--- config.mk ---
export PLATFORM = sky130hd
export DESIGN_NAME = adder_rr_sched
export DESIGN_NICKNAME = d
export VERILOG_FILES = /design/src/rtl/adder_rr_sched_pkg.sv /design/src/rtl/adder_rr_sched_rr_arbiter.sv /design/src/rtl/adder_rr_sched.sv
export SDC_FILE = /design/constraint.sdc
export NUM_CORES = 1
export LEC_CHECK = 0
export BUFFER_PORTS_ARGS = -buffer_cell sky130_fd_sc_hd__buf_2
export CORE_UTILIZATION = 45
export DETAILED_ROUTE_END_ITERATION = 12
export GPL_TIMING_DRIVEN = 1
export HOLD_SLACK_MARGIN = 0.1
export MAX_ROUTING_LAYER = met4
export PLACE_DENSITY = 0.79
export SYNTH_ARGS = -nofsm -noshare
export SYNTH_HDL_FRONTEND = slang
export SYNTH_SLANG_ARGS = --single-unit
export TNS_END_PERCENT = 20
--- constraint.sdc ---
create_clock -name clk -period 4.1 [get_ports clk]
set_input_delay 0.82 -clock clk [delete_from_list [all_inputs] [get_ports clk]]
set_output_delay 0.82 -clock clk [all_outputs]
set_load 0.03 [all_outputs]
--- src/rtl/adder_rr_sched_pkg.sv ---
// Shared constants, the ID-width helper and the result record for the round-robin adder scheduler.
package adder_sched_pkg;

  localparam int W_DEF    = 8;
  localparam int NREQ_MAX = 4;

  // A requester index needs at least one bit, even when only two requesters exist.
  function automatic int idw(input int n);
    return (n > 2) ? $clog2(n) : 1;
  endfunction

  // Default-width view of one scheduled result; the top keeps a W-wide copy of this layout.
  typedef struct packed {
    logic                          carry;
    logic [W_DEF-1:0]              sum;
    logic [$clog2(NREQ_MAX)-1:0]   id;
  } result_t;

endpackage

--- src/rtl/adder_rr_sched_rr_arbiter.sv ---
// Round-robin arbiter: combinational grant scanning from ptr_q, pointer register advances past each winner.
// Zero-cycle grant; grants nothing while en_i is low, pointer moves only on adv_i.
module rr_arbiter
  import adder_sched_pkg::*;
#(
  parameter int  NREQ = 2,
  localparam int IDW  = idw(NREQ)
) (
  input  logic            clk,
  input  logic            rst_n,
  input  logic [NREQ-1:0] req_i,
  input  logic            en_i,
  input  logic            adv_i,
  output logic [NREQ-1:0] gnt_o,
  output logic [IDW-1:0]  gnt_idx_o
);

  localparam logic [IDW:0]   NREQ_X = (IDW+1)'(NREQ);
  localparam logic [IDW-1:0] LAST   = IDW'(NREQ - 1);

  logic [IDW-1:0] ptr_q, ptr_d;
  logic [IDW:0]   scan_sum;
  logic [IDW-1:0] cand;
  logic           found;

  always_comb begin
    gnt_o     = '0;
    gnt_idx_o = '0;
    found     = 1'b0;
    scan_sum  = '0;
    cand      = '0;
    for (int k = 0; k < NREQ; k++) begin
      // Wrap explicitly so non-power-of-two NREQ scans modulo NREQ.
      scan_sum = {1'b0, ptr_q} + (IDW+1)'(k);
      if (scan_sum >= NREQ_X) scan_sum = scan_sum - NREQ_X;
      cand = scan_sum[IDW-1:0];
      if (en_i && !found && req_i[cand]) begin
        found        = 1'b1;
        gnt_o[cand]  = 1'b1;
        gnt_idx_o    = cand;
      end
    end
  end

  always_comb begin
    ptr_d = ptr_q;
    if (adv_i) ptr_d = (gnt_idx_o == LAST) ? '0 : gnt_idx_o + IDW'(1);
  end

  always_ff @(posedge clk) begin
    if (!rst_n) ptr_q <= '0;
    else        ptr_q <= ptr_d;
  end

endmodule

--- src/rtl/adder_rr_sched.sv ---
// Shares one W+1-bit adder among NREQ valid/ready requesters; result lands in a one-entry register 1 cycle later.
// Grants only when the output register is empty or being popped; pop and load may share an edge.
module adder_rr_sched
  import adder_sched_pkg::*;
#(
  parameter int  NREQ = 2,
  parameter int  W    = W_DEF,
  localparam int IDW  = idw(NREQ)
) (
  input  logic              clk,
  input  logic              rst_n,
  input  logic [NREQ-1:0]   req_valid,
  output logic [NREQ-1:0]   req_ready,
  input  logic [NREQ*W-1:0] req_a,
  input  logic [NREQ*W-1:0] req_b,
  output logic              res_valid,
  input  logic              res_ready,
  output logic [W-1:0]      res_sum,
  output logic              res_carry,
  output logic [IDW-1:0]    res_id
);

  if (NREQ < 2 || NREQ > NREQ_MAX) begin : g_bad_nreq
    $error("adder_rr_sched: NREQ out of range");
  end

  typedef struct packed {
    logic           carry;
    logic [W-1:0]   sum;
    logic [IDW-1:0] id;
  } res_t;

  logic            can_load;
  logic            xfer;
  logic [NREQ-1:0] gnt;
  logic [IDW-1:0]  gnt_idx;
  logic [W-1:0]    a_sel, b_sel;
  logic [W:0]      sum_full;
  logic            res_vld_q, res_vld_d;
  res_t            res_q, res_d;

  // Reset gates the enable so no grant escapes while rst_n is low.
  assign can_load  = rst_n && (!res_vld_q || res_ready);
  assign xfer      = |gnt;
  assign req_ready = gnt;

  rr_arbiter #(.NREQ(NREQ)) u_arb (
    .clk       (clk),
    .rst_n     (rst_n),
    .req_i     (req_valid),
    .en_i      (can_load),
    .adv_i     (xfer),
    .gnt_o     (gnt),
    .gnt_idx_o (gnt_idx)
  );

  always_comb begin
    a_sel = '0;
    b_sel = '0;
    for (int i = 0; i < NREQ; i++) begin
      if (gnt[i]) begin
        a_sel = req_a[i*W +: W];
        b_sel = req_b[i*W +: W];
      end
    end
  end

  assign sum_full = {1'b0, a_sel} + {1'b0, b_sel};

  always_comb begin
    res_vld_d = res_vld_q;
    res_d     = res_q;
    if (xfer) begin
      res_vld_d   = 1'b1;
      res_d.carry = sum_full[W];
      res_d.sum   = sum_full[W-1:0];
      res_d.id    = gnt_idx;
    end else if (res_ready) begin
      res_vld_d = 1'b0;
    end
  end

  always_ff @(posedge clk) begin
    if (!rst_n) begin
      res_vld_q <= 1'b0;
      res_q     <= '0;
    end else begin
      res_vld_q <= res_vld_d;
      res_q     <= res_d;
    end
  end

  assign res_valid = res_vld_q;
  assign res_sum   = res_q.sum;
  assign res_carry = res_q.carry;
  assign res_id    = res_q.id;

endmodule

==> results.yml <==
run_status:
  outcome: "complete, no violations"
clocking:
  clk_latency_ns: 0.27
  cts_setup_buffers: 0
  root_buffer: "clkbuf_4"
  cts_tree: "built"
  cts_made_buffers: 3
  htreeDepth: 1
  cts_resized: 0
  cts.sinks: 12
  clkTransAtPathRegs_ns: 0.07
  cts_hold_buffers: 0
  clk_path_buf_depth: 2
yosys:
  synth-simple-area-share: 0.174
  synthMuxAreaShare: 0.167
  synthCells: 125
  synth_top_cells_by_count: "19 x nor2_1, 17 x mux2i_1, 12 x dfxtp_1"
  ys_ff_latch: 12
  yosysTopAreaCell: "dfxtp_1"
  synthAdderAreaFrac: 0.118
  ys_async_sr_fraction: 0
  syn_nets: 171
  yosys.area.top_type_share: 0.235
  post_synth.cell_area_avg_um2: 8.17
  synth_compound_area_frac: 0.249
  synthFlopType: "dfxtp_1"
  ys_types: 35
  synthTopCellsByArea: "dfxtp_1 24%, mux2i_1 17%, ha_1 9.8%"
  synth_edf_count: 0
  synth_xor_area_frac: 0.00858
  synth.most_common_cell: "nor2_1"
  ys_seq_area_frac: 0.235
  synth_area_um2: 1020
  synth_top_family_by_area: "compound AO/OA/AOI/OAI gates"
  ys_warn_count: 0
critical_path:
  cpMaxStageDelayCell: "a2111oi_0"
  cp-start-kind: "primary input"
  critPathCaptureType: "register"
  cp_data_arrival_time_ns: 3.48
  r2r_setup_slack_ns: 1.19
  r2r_start: "res_valid"
  worstSetupPathType: "in2reg"
  worst_path_largest_cell_delay_ns: 0.48
  r2r-end: "res_sum[5]"
  worst-r2r-cell-count: 10
  path_max_fanout: 9
  crit_required_ns: 4.31
  crit_path_cell_trace: "buf_2 > nand2b_1 > o2111ai_2 > buf_4 > mux2i_1 > nor2_1 > ha_1 > a211oi_2 > o21ai_0 > a2111oi_0 > a311o_1"
sta:
  finalSetupViolCount: 0
  finalHoldViolCount: 0
  slew_headroom: 0.382
  tightest_slew_ns: 0.923
  clock_skew_ns: 0.00107
  fmax_mhz: 306
  drv_slew: 0
  setup_ws_ns: 0.837
  setup_tns_ns: 0
  grt_setup_unrepaired: "false"
  timing.final.crit_share: 0.796
  period_minus_slack_ns: 3.26
worst_hold_path:
  hold_path_class: "reg2reg"
  min_path_cells: 2
  min_to: "res_sum[1]"
  worstHoldStart: "res_sum[1]"
power:
  ir_drop_uv: 256
  leakagePower_nw: 0.762
  power_density_nw_per_um2: 264
detailed_routing:
  drt_iter0_drc: 16
  wl_mm: 2.51
  avgRoutedWirePerCell_um: 12.4
  first_pass_iters: 5
  vias_per_cell: 5.56
  antenna_left: 0
  drc: 0
  vias: 1123
global_route:
  grt_pass1_wl_mm: 4.57
  grt_pass1_vias: 1107
  overflow: 0
  antenna_found_initial: 0
  grt_start_max_net_pins: 19
  track_usage: 0.240
final_layout:
  synthToLayoutAreaGrowth_pct: 30.3
  final_cells: 202
  drive_gt1_frac: 0.343
  seqCellArea_um2: 240
  fin_nets: 222
  multi_input_area_um2: 737
  nFillCells: 203
  num_antenna_cells: 0
flow_run:
  cap_violations: 0
placement:
  pre_cts_ws_ns: 0.627
  port_buffers: 49
  gp_congestion: 0.928
  post-dp-hpwl_mm: 2.07
  numPlacedInstances: 198
floorplan:
  die_h_um: 49.6
  die_area_um2: 2460
  num_rows: 16
  start_util: 0.500
  io_pins: 50
  core_area_um2: 2040
  die_w_um: 49.6
sequential cells by signal, summed over array words and instances (netlist names):
name,count
u_arb.ptr_q,1
res_id,1
res_sum,8
res_valid,1
res_carry,1
cell type report:
| cell class | instances | area share |
|---|---|---|
| inverter | 4 | 0.0113 |
| multi-input combinational | 103 | 0.554 |
| timing repair buffer | 52 | 0.201 |
| sequential | 12 | 0.181 |
| tap | 27 | 0.0254 |
| clock buffer | 4 | 0.0273 |
critical path: cells and delay by family:
| kind | cells | cell delay (ns) |
|---|---|---|
| AOI/OAI and AO/OA | 5 | 1.36 |
| adders and majority gates | 1 | 0.38 |
| buffers and inverters | 2 | 0.36 |
| and+or+nand+nor | 2 | 0.34 |
| muxes | 1 | 0.21 |
power by group:
group / internal, mW / leakage [nW] / switching, mW
Sequential: 0.126 / 0.0985 / 0.00479
Combinational: 0.0537 / 0.643 / 0.0755
Clock: 0.0539 / 0.0210 / 0.0372
Total: 0.233 / 0.762 / 0.117
through the flow:
stage                     cell area [um2]  power [mW]  hold WS (ns)   util
final                                1330       0.351         0.461  0.651
after detailed placement             1290       0.262         0.443  0.634
after CTS                            1330       0.354         0.461  0.651
after global placement               1290       0.258         0.442  0.634
after floorplan                      1020       0.221         0.473      -
after global routing                 1330       0.374         0.478  0.651
per-layer routing:
layer | track usage | wire length (um) | vias to the layer above
met5 | - | 0 | -
met4 | 0.0476 | 21 | 0
met3 | 0.0463 | 157 | 2
met2 | 0.453 | 1300 | 47
met1 | 0.255 | 1030 | 508
li1 | - | - | 566
layout by cell type, fill, tap and decap left out, drive strengths merged, types with 2 or more instances in the layout:
cell	Yosys	final
a211oi	6	6
a21o	2	2
a21oi	7	7
buf	6	52
clkbuf	0	4
dfxtp	12	12
ha	8	8
inv	3	3
mux2i	17	17
nand2	11	11
nand3	3	3
nor2	19	19
nor3	2	2
o211ai	3	3
o21ai	6	6
o31ai	2	2
kinds of logic (layout without fill, tap and decap cells):
kind of cell,Yosys count,in the layout
simple gates,41,41
buf+inv,10,60
flops,12,12
mux,17,17
xor+xnor,1,1
fa+ha+maj,9,9
compound gates,35,35
how the worst max path moves through the flow:
| stage | cells after the start | to | start | slack (ns) |
|---|---|---|---|---|
| after floorplan | 12 | res_sum[6] | res_ready | 0.80 |
| after global placement | 9 | res_sum[6] | req_valid[0] | 0.75 |
| after detailed placement | 9 | res_sum[6] | req_valid[0] | 0.63 |
| after CTS | 11 | res_sum[5] | res_ready | 0.91 |
| after global routing | 9 | res_sum[6] | req_valid[0] | 0.64 |
| final | 11 | res_sum[5] | res_ready | 0.84 |
Note: power is estimated with default switching activity, not from simulation.
